==> config.mk <==
export PLATFORM = sky130hd
export DESIGN_NAME = traffic_injector_flat
export DESIGN_NICKNAME = d
export VERILOG_FILES = /design/src/rtl/traffic_injector_if.sv /design/src/rtl/traffic_injector.sv /design/src/flat_wrapper.sv
export SDC_FILE = /design/constraint.sdc
export NUM_CORES = 1
export LEC_CHECK = 0
export CAP_MARGIN = 20
export CORE_MARGIN = 1
export CORE_UTILIZATION = 45
export CTS_BUF_LIST = sky130_fd_sc_hd__clkbuf_16
export CTS_CLUSTER_DIAMETER = 80
export DETAILED_ROUTE_END_ITERATION = 16
export PLACE_DENSITY = 0.77
export SYNTH_ARGS = -nofsm -noshare
export SYNTH_HDL_FRONTEND = slang
export SYNTH_SLANG_ARGS = --single-unit
==> constraint.sdc <==
create_clock -name clk -period 5.2 [get_ports clk]
set_input_delay 1.56 -clock clk [delete_from_list [all_inputs] [get_ports clk]]
set_output_delay 1.56 -clock clk [all_outputs]
set_load 0.02 [all_outputs]
==> src/rtl/traffic_injector_if.sv <==
// Valid/ready flit channel between the traffic injector and its downstream consumer.
interface traffic_injector_if #(
    parameter int DW = 32
);
    logic          valid;
    logic          ready;
    logic [DW-1:0] data;

    modport master (output valid, output data, input ready);
    modport slave  (input valid, input data, output ready);
endinterface

==> src/rtl/traffic_injector.sv <==
// Flit source: emits TOTAL_FLITS tagged flits as fixed-length packets, with a
// programmable idle gap after each packet, then parks in DONE until reset.
module traffic_injector #(
    parameter int DW          = 32,
    parameter int PKT_LEN     = 4,
    parameter int GAP         = 2,
    parameter int TOTAL_FLITS = 1024
) (
    input  logic                      clk,
    input  logic                      rst,
    input  logic                      start,
    traffic_injector_if.master        bus,
    output logic                      done,
    output logic [31:0]               flit_cnt
);

    localparam int          PW       = DW - 18;
    localparam logic [7:0]  LAST_IDX = 8'(PKT_LEN - 1);
    localparam logic [7:0]  GAP_LAST = 8'(GAP - 1);
    localparam logic [31:0] TOTAL    = 32'(TOTAL_FLITS);

    typedef enum logic [1:0] {
        S_IDLE,
        S_SEND,
        S_GAP,
        S_DONE
    } state_t;

    state_t        state;
    state_t        state_nxt;
    logic [PW-1:0] pkt_id;
    logic [PW-1:0] pkt_id_nxt;
    logic [7:0]    idx;
    logic [7:0]    idx_nxt;
    logic [7:0]    gap_cnt;
    logic [7:0]    gap_cnt_nxt;
    logic [31:0]   cnt_nxt;
    logic          xfer;
    logic          pkt_last;
    logic          head;
    logic          tail;
    logic [DW-1:0] data_nxt;

    assign xfer     = (state == S_SEND) && bus.ready;
    assign pkt_last = (idx == LAST_IDX);

    always_ff @(posedge clk) begin
        if (rst) begin
            state <= S_IDLE;
        end else begin
            state <= state_nxt;
        end
    end

    always_comb begin
        state_nxt = state;
        case (state)
            S_IDLE: begin
                if (start) begin
                    state_nxt = S_SEND;
                end
            end
            S_SEND: begin
                if (xfer) begin
                    if (cnt_nxt == TOTAL) begin
                        state_nxt = S_DONE;
                    end else if (pkt_last && (GAP > 0)) begin
                        state_nxt = S_GAP;
                    end
                end
            end
            S_GAP: begin
                if (gap_cnt == GAP_LAST) begin
                    state_nxt = S_SEND;
                end
            end
            S_DONE: begin
                state_nxt = S_DONE;
            end
            default: begin
                state_nxt = S_IDLE;
            end
        endcase
    end

    // The flit is built from post-transfer counters so the register already
    // holds the next flit when valid rises or the previous one is accepted.
    always_comb begin
        cnt_nxt     = flit_cnt + 32'(xfer);
        idx_nxt     = idx;
        pkt_id_nxt  = pkt_id;
        gap_cnt_nxt = 8'd0;
        if (xfer) begin
            if (pkt_last) begin
                idx_nxt    = 8'd0;
                pkt_id_nxt = pkt_id + PW'(1);
            end else begin
                idx_nxt = idx + 8'd1;
            end
        end
        if ((state == S_GAP) && (gap_cnt != GAP_LAST)) begin
            gap_cnt_nxt = gap_cnt + 8'd1;
        end
        head     = (idx_nxt == 8'd0);
        tail     = (idx_nxt == LAST_IDX) || (cnt_nxt == TOTAL - 32'd1);
        data_nxt = {tail, head, pkt_id_nxt, cnt_nxt[15:0]};
    end

    always_ff @(posedge clk) begin
        if (rst) begin
            bus.valid <= 1'b0;
            bus.data  <= '0;
            done      <= 1'b0;
            flit_cnt  <= 32'd0;
            pkt_id    <= '0;
            idx       <= 8'd0;
            gap_cnt   <= 8'd0;
        end else begin
            bus.valid <= (state_nxt == S_SEND);
            done      <= (state_nxt == S_DONE);
            flit_cnt  <= cnt_nxt;
            pkt_id    <= pkt_id_nxt;
            idx       <= idx_nxt;
            gap_cnt   <= gap_cnt_nxt;
            if (state_nxt == S_SEND) begin
                bus.data <= data_nxt;
            end
        end
    end

endmodule

==> src/flat_wrapper.sv <==
// flat-port wrapper written by rule: the top's interface ports become plain ports
module traffic_injector_flat 
#(
    parameter int DW          = 32,
    parameter int PKT_LEN     = 4,
    parameter int GAP         = 2,
    parameter int TOTAL_FLITS = 1024
)
  (clk, rst, start, done, flit_cnt, bus_valid, bus_data, bus_ready);
  traffic_injector_if #(.DW(DW)) bus_i ();
  input  logic clk;
  input  logic rst;
  input  logic start;
  output logic done;
  output logic [31:0] flit_cnt;
  output wire logic [$bits(bus_i.valid)-1:0] bus_valid;
  output wire logic [$bits(bus_i.data)-1:0] bus_data;
  input wire logic [$bits(bus_i.ready)-1:0] bus_ready;
  assign bus_valid = bus_i.valid;
  assign bus_data = bus_i.data;
  assign bus_i.ready = bus_ready;
  traffic_injector #(.DW(DW), .PKT_LEN(PKT_LEN), .GAP(GAP), .TOTAL_FLITS(TOTAL_FLITS)) u_core (.clk(clk), .rst(rst), .start(start), .bus(bus_i), .done(done), .flit_cnt(flit_cnt));
endmodule
==> impl_metrics.json, run 1 <==
{
  "diodes": 0,
  "rsz0062_at_grt": "no",
  "detailed_place_hpwl_mm": 7.58,
  "cp_slowest_cell": "or4_1",
  "final-setup-viol-count": 0,
  "r2r_end": "u_core.bus.data[24]$_SDFFE_PP0N_",
  "cts_resized": 0,
  "seqPwrFrac": 0.505,
  "ctsHoldBuffers": 0,
  "critPathArrivalTime_ps": 5070,
  "slowest_delay_ps": 660,
  "path_buf_inv": 4,
  "viasPerCell": 5.40,
  "clkLatencyLatePin_ps": 340,
  "swShare": 0.227,
  "core_area_mm2": 0.00991,
  "seqCellArea_mm2": 0.00196,
  "critPathRequiredTime_ps": 5420,
  "crit_chain": "clkdlybuf4s50_1 -> nand3_1 -> inv_1 -> ha_1 -> nand3_1 -> or4_1 -> o31a_1 -> a2111oi_0 -> and4_1 -> and4bb_4 -> a211oi_4 -> buf_12 -> buf_4 -> nand2_1 -> o21ai_0",
  "cts_tree": "yes",
  "row_count": 36,
  "grt.overflow.total": 0,
  "period_minus_slack_ps": 4840,
  "tns_ps": 0,
  "regToRegSetupSlack_ps": 1630,
  "final_layout_size_suffix_gt1_frac": 0.0825,
  "hp-class": "reg2reg",
  "synth_seq_cells": 98,
  "worst_pin_slew_ps": 727,
  "hold_path_depth": 2,
  "vdd_drop_max_uv": 217,
  "crit_top_cell": "nand3_1",
  "max_freq_mhz": 206,
  "combinationalPowerShare": 0.048,
  "cap_violations": 0,
  "fin_skew_ps": 9.18,
  "leakagePower_nw": 2.08,
  "synth.avg_cell_area_um2": 8.46,
  "reg2reg_depth": 15,
  "cp-startpoint": "bus_ready",
  "cp_top_family": "simple AND/OR/NAND/NOR gates",
  "fin_ws_ps": 356,
  "grt_max_degree": 45,
  "num_vias": 4058,
  "period_share": 0.932,
  "grt_usage": 0.205,
  "area_delta_synth_final_pct": 24.9,
  "r2r_start": "u_core.state[1]$_SDFF_PP0_",
  "p_switching_mw": 0.343,
  "die_w_um": 104,
  "synth_fp_nets": 562,
  "gp_congestion": 0.893,
  "max_slew_margin": 0.515,
  "seq_area_frac_synth": 0.421,
  "antenna_found_initial": 0,
  "clk_path_buf_depth": 2,
  "cts_buffers": 9,
  "worstSetupEndpoint": "u_core.bus.data[24]$_SDFFE_PP0N_",
  "io_pins": 70,
  "hold_ws_ps": 477,
  "first_global_vias": 3888,
  "cp_num_cells": 15,
  "cp_max_fo": 30,
  "cts-root-buf": "clkbuf_16",
  "synth.distinct_cells": 51,
  "hold_viol": 0,
  "status": "finished, final reports clean",
  "die_h_um": 104,
  "die_area_mm2": 0.0108,
  "synthArstFlopShare": 0,
  "post_cts_buffers": 0,
  "wl_mm": 10.7,
  "wire_per_inst_um": 14.2,
  "multi_input_area_mm2": 0.00250,
  "drtIter0Drc": 259,
  "cts.clk_slew.worst_paths_ps": 70,
  "intPower_mw": 1.16,
  "nets": 624,
  "end_kind": "register",
  "clock-sinks": 98,
  "worst_setup_path_start_kind": "input pin",
  "htreeDepth": 3,
  "drc_errors": 0,
  "detail-route-antenna-nets": 0,
  "power_density_mw_per_mm2": 259,
  "synth_top_flop_cell": "dfxtp_1",
  "power.share.clock": 0.446,
  "start_util": 0.470,
  "worstSetupPathType": "in2reg",
  "dr.pass1.iters": 4,
  "synth_area_mm2": 0.00466,
  "synth_edf_count": 0,
  "fillCellCount": 855,
  "syn_inst": 551,
  "io_buffers": 69,
  "drv_slew": 0,
  "pre_cts_ws_ps": 66.4,
  "grt_pass1_wl_mm": 18.3,
  "yosys_warnings": 0
}
tightest hold or removal path, delay by kind of cell (launching register included):
kind            cells  cell delay, ps
compound gates      1              60
simple gates        1              60
flops               1             310
cells by family after synthesis:
group / count (synthesis) / synth area share
fa+ha+maj: 7 / 0.0188
simple gates: 271 / 0.302
flops: 98 / 0.421
compound gates: 72 / 0.107
mux: 8 / 0.0175
xor+xnor: 49 / 0.0921
buf+inv: 46 / 0.0422
layout make-up:
cell class / instances / share of cell area
clock buffer: 9 / 0.0387
clock inverter: 7 / 0.0129
inverter: 8 / 0.00516
multi-input combinational: 407 / 0.430
sequential: 98 / 0.337
tap: 133 / 0.0286
timing repair buffer: 89 / 0.148
registers in the layout (all words and copies together), names as in the netlist:
name              flops
u_core.gap_cnt        8
u_core.bus.data      32
u_core.flit_cnt      32
u_core.bus.valid      1
u_core.done           1
u_core.idx            8
u_core.pkt_id        14
u_core.state          2
power groups by stage:
stage | clock network, mW | logic (mW) | registers, mW
detailed placement | 0 | 0.0730 | 0.779
floorplan | 0 | 0.0386 | 0.785
global placement | 0 | 0.0715 | 0.779
finish | 0.673 | 0.0728 | 0.762
global route | 0.713 | 0.0790 | 0.762
CTS | 0.684 | 0.0734 | 0.762
metrics by stage:
step	utilization	power, mW	std cells	instance area [um^2]
after floorplan	-	0.823	551	4660
after global placement	0.557	0.851	735	5520
after detailed placement	0.557	0.852	735	5520
after CTS	0.587	1.52	751	5820
after global routing	0.587	1.55	751	5820
final	0.587	1.51	751	5820
cells in the mapped netlist, types with 2 or more instances:
library cell  number  share of area
a2111oi_0          2         0.0038
a211oi_2           5          0.013
a21o_1             3         0.0048
a21oi_1           13          0.014
and3_1            17          0.023
and4_1             8          0.015
buf_1              3         0.0024
buf_2              7         0.0075
buf_4              2         0.0032
clkbuf_1          25          0.020
dfxtp_1           98           0.42
ha_1               7          0.019
inv_1              8         0.0064
mux2i_1            7          0.015
nand2_1           47          0.038
nand2b_1          23          0.031
nand3_1           36          0.039
nand4_1           14          0.019
nand4b_1           2         0.0038
nor2_1            77          0.062
nor2b_1            5         0.0067
nor3_1            10          0.011
nor3b_1            6         0.0097
nor4_1            10          0.013
o21ai_0           30          0.032
o21ba_2            3         0.0064
o31a_1             4         0.0075
o31ai_1            2         0.0032
or3_1              6         0.0081
or4_1              3         0.0048
xnor2_1           23          0.043
xor2_1            26          0.049
placed cells by master (no fill, tap or decap), types with 4 or more instances in the layout:
| cell type | Yosys | final |
|---|---|---|
| a211oi_2 | 5 | 5 |
| a21oi_1 | 13 | 13 |
| and3_1 | 17 | 17 |
| and4_1 | 8 | 8 |
| buf_4 | 2 | 18 |
| clkbuf_16 | 0 | 9 |
| clkdlybuf4s50_1 | 0 | 68 |
| dfxtp_1 | 98 | 98 |
| ha_1 | 7 | 7 |
| inv_1 | 8 | 9 |
| mux2i_1 | 7 | 7 |
| nand2_1 | 47 | 47 |
| nand2b_1 | 23 | 23 |
| nand3_1 | 36 | 36 |
| nand4_1 | 14 | 14 |
| nor2_1 | 77 | 77 |
| nor2b_1 | 5 | 5 |
| nor3_1 | 10 | 10 |
| nor3b_1 | 6 | 6 |
| nor4_1 | 10 | 10 |
| o21ai_0 | 30 | 30 |
| o31a_1 | 4 | 4 |
| or3_1 | 6 | 6 |
| xnor2_1 | 23 | 23 |
| xor2_1 | 26 | 26 |
layer usage:
metal | vias to the layer above | global-route usage | part of all wire
li1 | 2029 | - | -
met1 | 1913 | 0.271 | 0.47
met2 | 107 | 0.331 | 0.46
met3 | 9 | 0.0510 | 0.056
met4 | 0 | 0.0592 | 0.0094
met5 | - | 0 | 0
worst min-delay path by stage:
stage,start,end,slack [ps]
finish,u_core.bus.data[28]$_SDFFE_PP0N_,u_core.bus.data[28]$_SDFFE_PP0N_,480
global route,u_core.bus.data[12]$_SDFFE_PP0N_,u_core.bus.data[12]$_SDFFE_PP0N_,490
CTS,u_core.bus.data[30]$_SDFFE_PP0N_,u_core.bus.data[30]$_SDFFE_PP0N_,480
detailed placement,u_core.bus.data[30]$_SDFFE_PP0N_,u_core.bus.data[30]$_SDFFE_PP0N_,470
global placement,u_core.bus.data[22]$_SDFFE_PP0N_,u_core.bus.data[22]$_SDFFE_PP0N_,460
floorplan,u_core.gap_cnt[0]$_SDFF_PP0_,u_core.gap_cnt[0]$_SDFF_PP0_,450
Power figures use the tool's default switching activity.
==> inputs of run 2 (changes only) <==
CAP_MARGIN = default   (was 20)
CORE_UTILIZATION = 35   (was 45)
PLACE_DENSITY = 0.65   (was 0.77)
==> impl_metrics.json, run 2 (same netlist as run 1, synthesis figures left out) <==
{
  "nets": 624,
  "period_minus_slack_ps": 4800,
  "power.share.clock": 0.435,
  "drv_slew": 0,
  "antenna_found_initial": 0,
  "detail-route-antenna-nets": 0,
  "io_pins": 70,
  "clk_path_buf_depth": 2,
  "row_count": 41,
  "worstSetupPathType": "in2reg",
  "diodes": 0,
  "grt_max_degree": 44,
  "rsz0062_at_grt": "no",
  "status": "finished, final reports clean",
  "fillCellCount": 1279,
  "clock-sinks": 98,
  "critPathArrivalTime_ps": 5070,
  "final_layout_size_suffix_gt1_frac": 0.0825,
  "hp-class": "reg2reg",
  "io_buffers": 69,
  "vdd_drop_max_uv": 142,
  "fin_ws_ps": 402,
  "cap_violations": 0,
  "instances_no_fill": 790,
  "gp_congestion": 0.800,
  "leakagePower_nw": 2.08,
  "regToRegSetupSlack_ps": 1710,
  "drc_errors": 0,
  "cts_tree": "yes",
  "dr_wl_met2_mm": 5.03,
  "p_switching_mw": 0.357,
  "hold_ws_ps": 475,
  "ctsHoldBuffers": 0,
  "cts-root-buf": "clkbuf_16",
  "highest-signal-layer": "met4",
  "final_cell_mix": "dfxtp_1 (98), nor2_1 (77), clkdlybuf4s50_1 (68), nand2_1 (47), nand3_1 (36)",
  "critPathRequiredTime_ps": 5470,
  "die_area_mm2": 0.0138,
  "multi_input_area_mm2": 0.00250,
  "start_util": 0.363,
  "htreeDepth": 3,
  "post_cts_buffers": 0,
  "grt_pass1_wl_mm": 18.9,
  "combinationalPowerShare": 0.050,
  "area_delta_synth_final_pct": 25.9,
  "period_share": 0.923,
  "placedInstanceArea_mm2": 0.00558,
  "worst_setup_path_start_kind": "input pin",
  "fin_skew_ps": 10.1,
  "wl_mm": 11.0,
  "routed-wl-met3_um": 596,
  "cp_max_fo": 23,
  "power_density_mw_per_mm2": 252,
  "hold_viol": 0,
  "detailed_place_hpwl_mm": 7.89,
  "intPower_mw": 1.12,
  "largestRegisters": "u_core.bus.data: 32 flops, u_core.flit_cnt: 32 flops, u_core.pkt_id: 14 flops",
  "wl_met1_mm": 5.25,
  "seqCellArea_mm2": 0.00196,
  "cts_buffers": 9,
  "dr.pass1.iters": 7,
  "end_kind": "register",
  "drtIter0Drc": 263,
  "max_freq_mhz": 208,
  "clkLatencyLatePin_ps": 360,
  "cts.clk_slew.worst_paths_ps": 70,
  "core_area_mm2": 0.0128,
  "total_power_mw": 1.48,
  "num_vias": 3983,
  "first_global_vias": 3885,
  "max_slew_margin": 0.499,
  "place_inst": 774,
  "cts_resized": 0,
  "seqPwrFrac": 0.515,
  "final-setup-viol-count": 0,
  "die_w_um": 117,
  "viasPerCell": 5.04,
  "post-route-util": 0.457,
  "swShare": 0.241,
  "layout_commonest_cell": "dfxtp_1",
  "tns_ps": 0,
  "fin_area_mm2": 0.00586,
  "die_h_um": 117,
  "pre_cts_ws_ps": 74.9,
  "grt_usage": 0.169,
  "grt.overflow.total": 0,
  "worst_pin_slew_ps": 751,
  "wire_per_inst_um": 13.9
}
## run 2: metal layers
metal  global-route usage  vias to the layer above
met5                    0                        -
met4               0.0682                        0
met3               0.0530                        8
met2                0.263                      100
met1                0.217                     1846
li1                     -                     2029
## run 2: worst paths after layout
check	cells after the start	end	start
worst min-delay path	2	u_core.bus.data[22]$_SDFFE_PP0N_	u_core.bus.data[22]$_SDFFE_PP0N_
worst min register to register	2	u_core.bus.data[22]$_SDFFE_PP0N_	u_core.bus.data[22]$_SDFFE_PP0N_
worst max register to register	15	u_core.bus.data[31]$_SDFFE_PP0N_	u_core.state[0]$_SDFF_PP0_
worst max-delay path	16	u_core.bus.data[31]$_SDFFE_PP0N_	bus_ready
## run 2: cell type report
cell class | instances | share of cell area
Inverter | 8 | 0.00512
Clock buffer | 9 | 0.0384
Clock inverter | 7 | 0.00981
Tap cell | 172 | 0.0367
Timing Repair Buffer | 89 | 0.149
Sequential cell | 98 | 0.335
Multi-Input combinational cell | 407 | 0.426
## run 2: power groups by stage
stage,registers [mW],logic (mW),clock network [mW]
final,0.762,0.0744,0.643
after global routing,0.762,0.0813,0.690
after global placement,0.779,0.0734,0
after CTS,0.762,0.0750,0.661
after floorplan,0.785,0.0386,0
after detailed placement,0.779,0.0745,0
## run 2: worst max-delay path, cell delays in order
cell	delay (ps)
clkdlybuf4s50_1	500
nand3_1	120
inv_1	100
ha_1	190
ha_1	180
buf_4	140
nand4_1	90
nor4_1	380
and3_1	310
mux2i_1	230
o2bb2ai_1	170
and4bb_4	280
a211oi_4	280
buf_12	220
nor2_1	80
a311oi_2	240
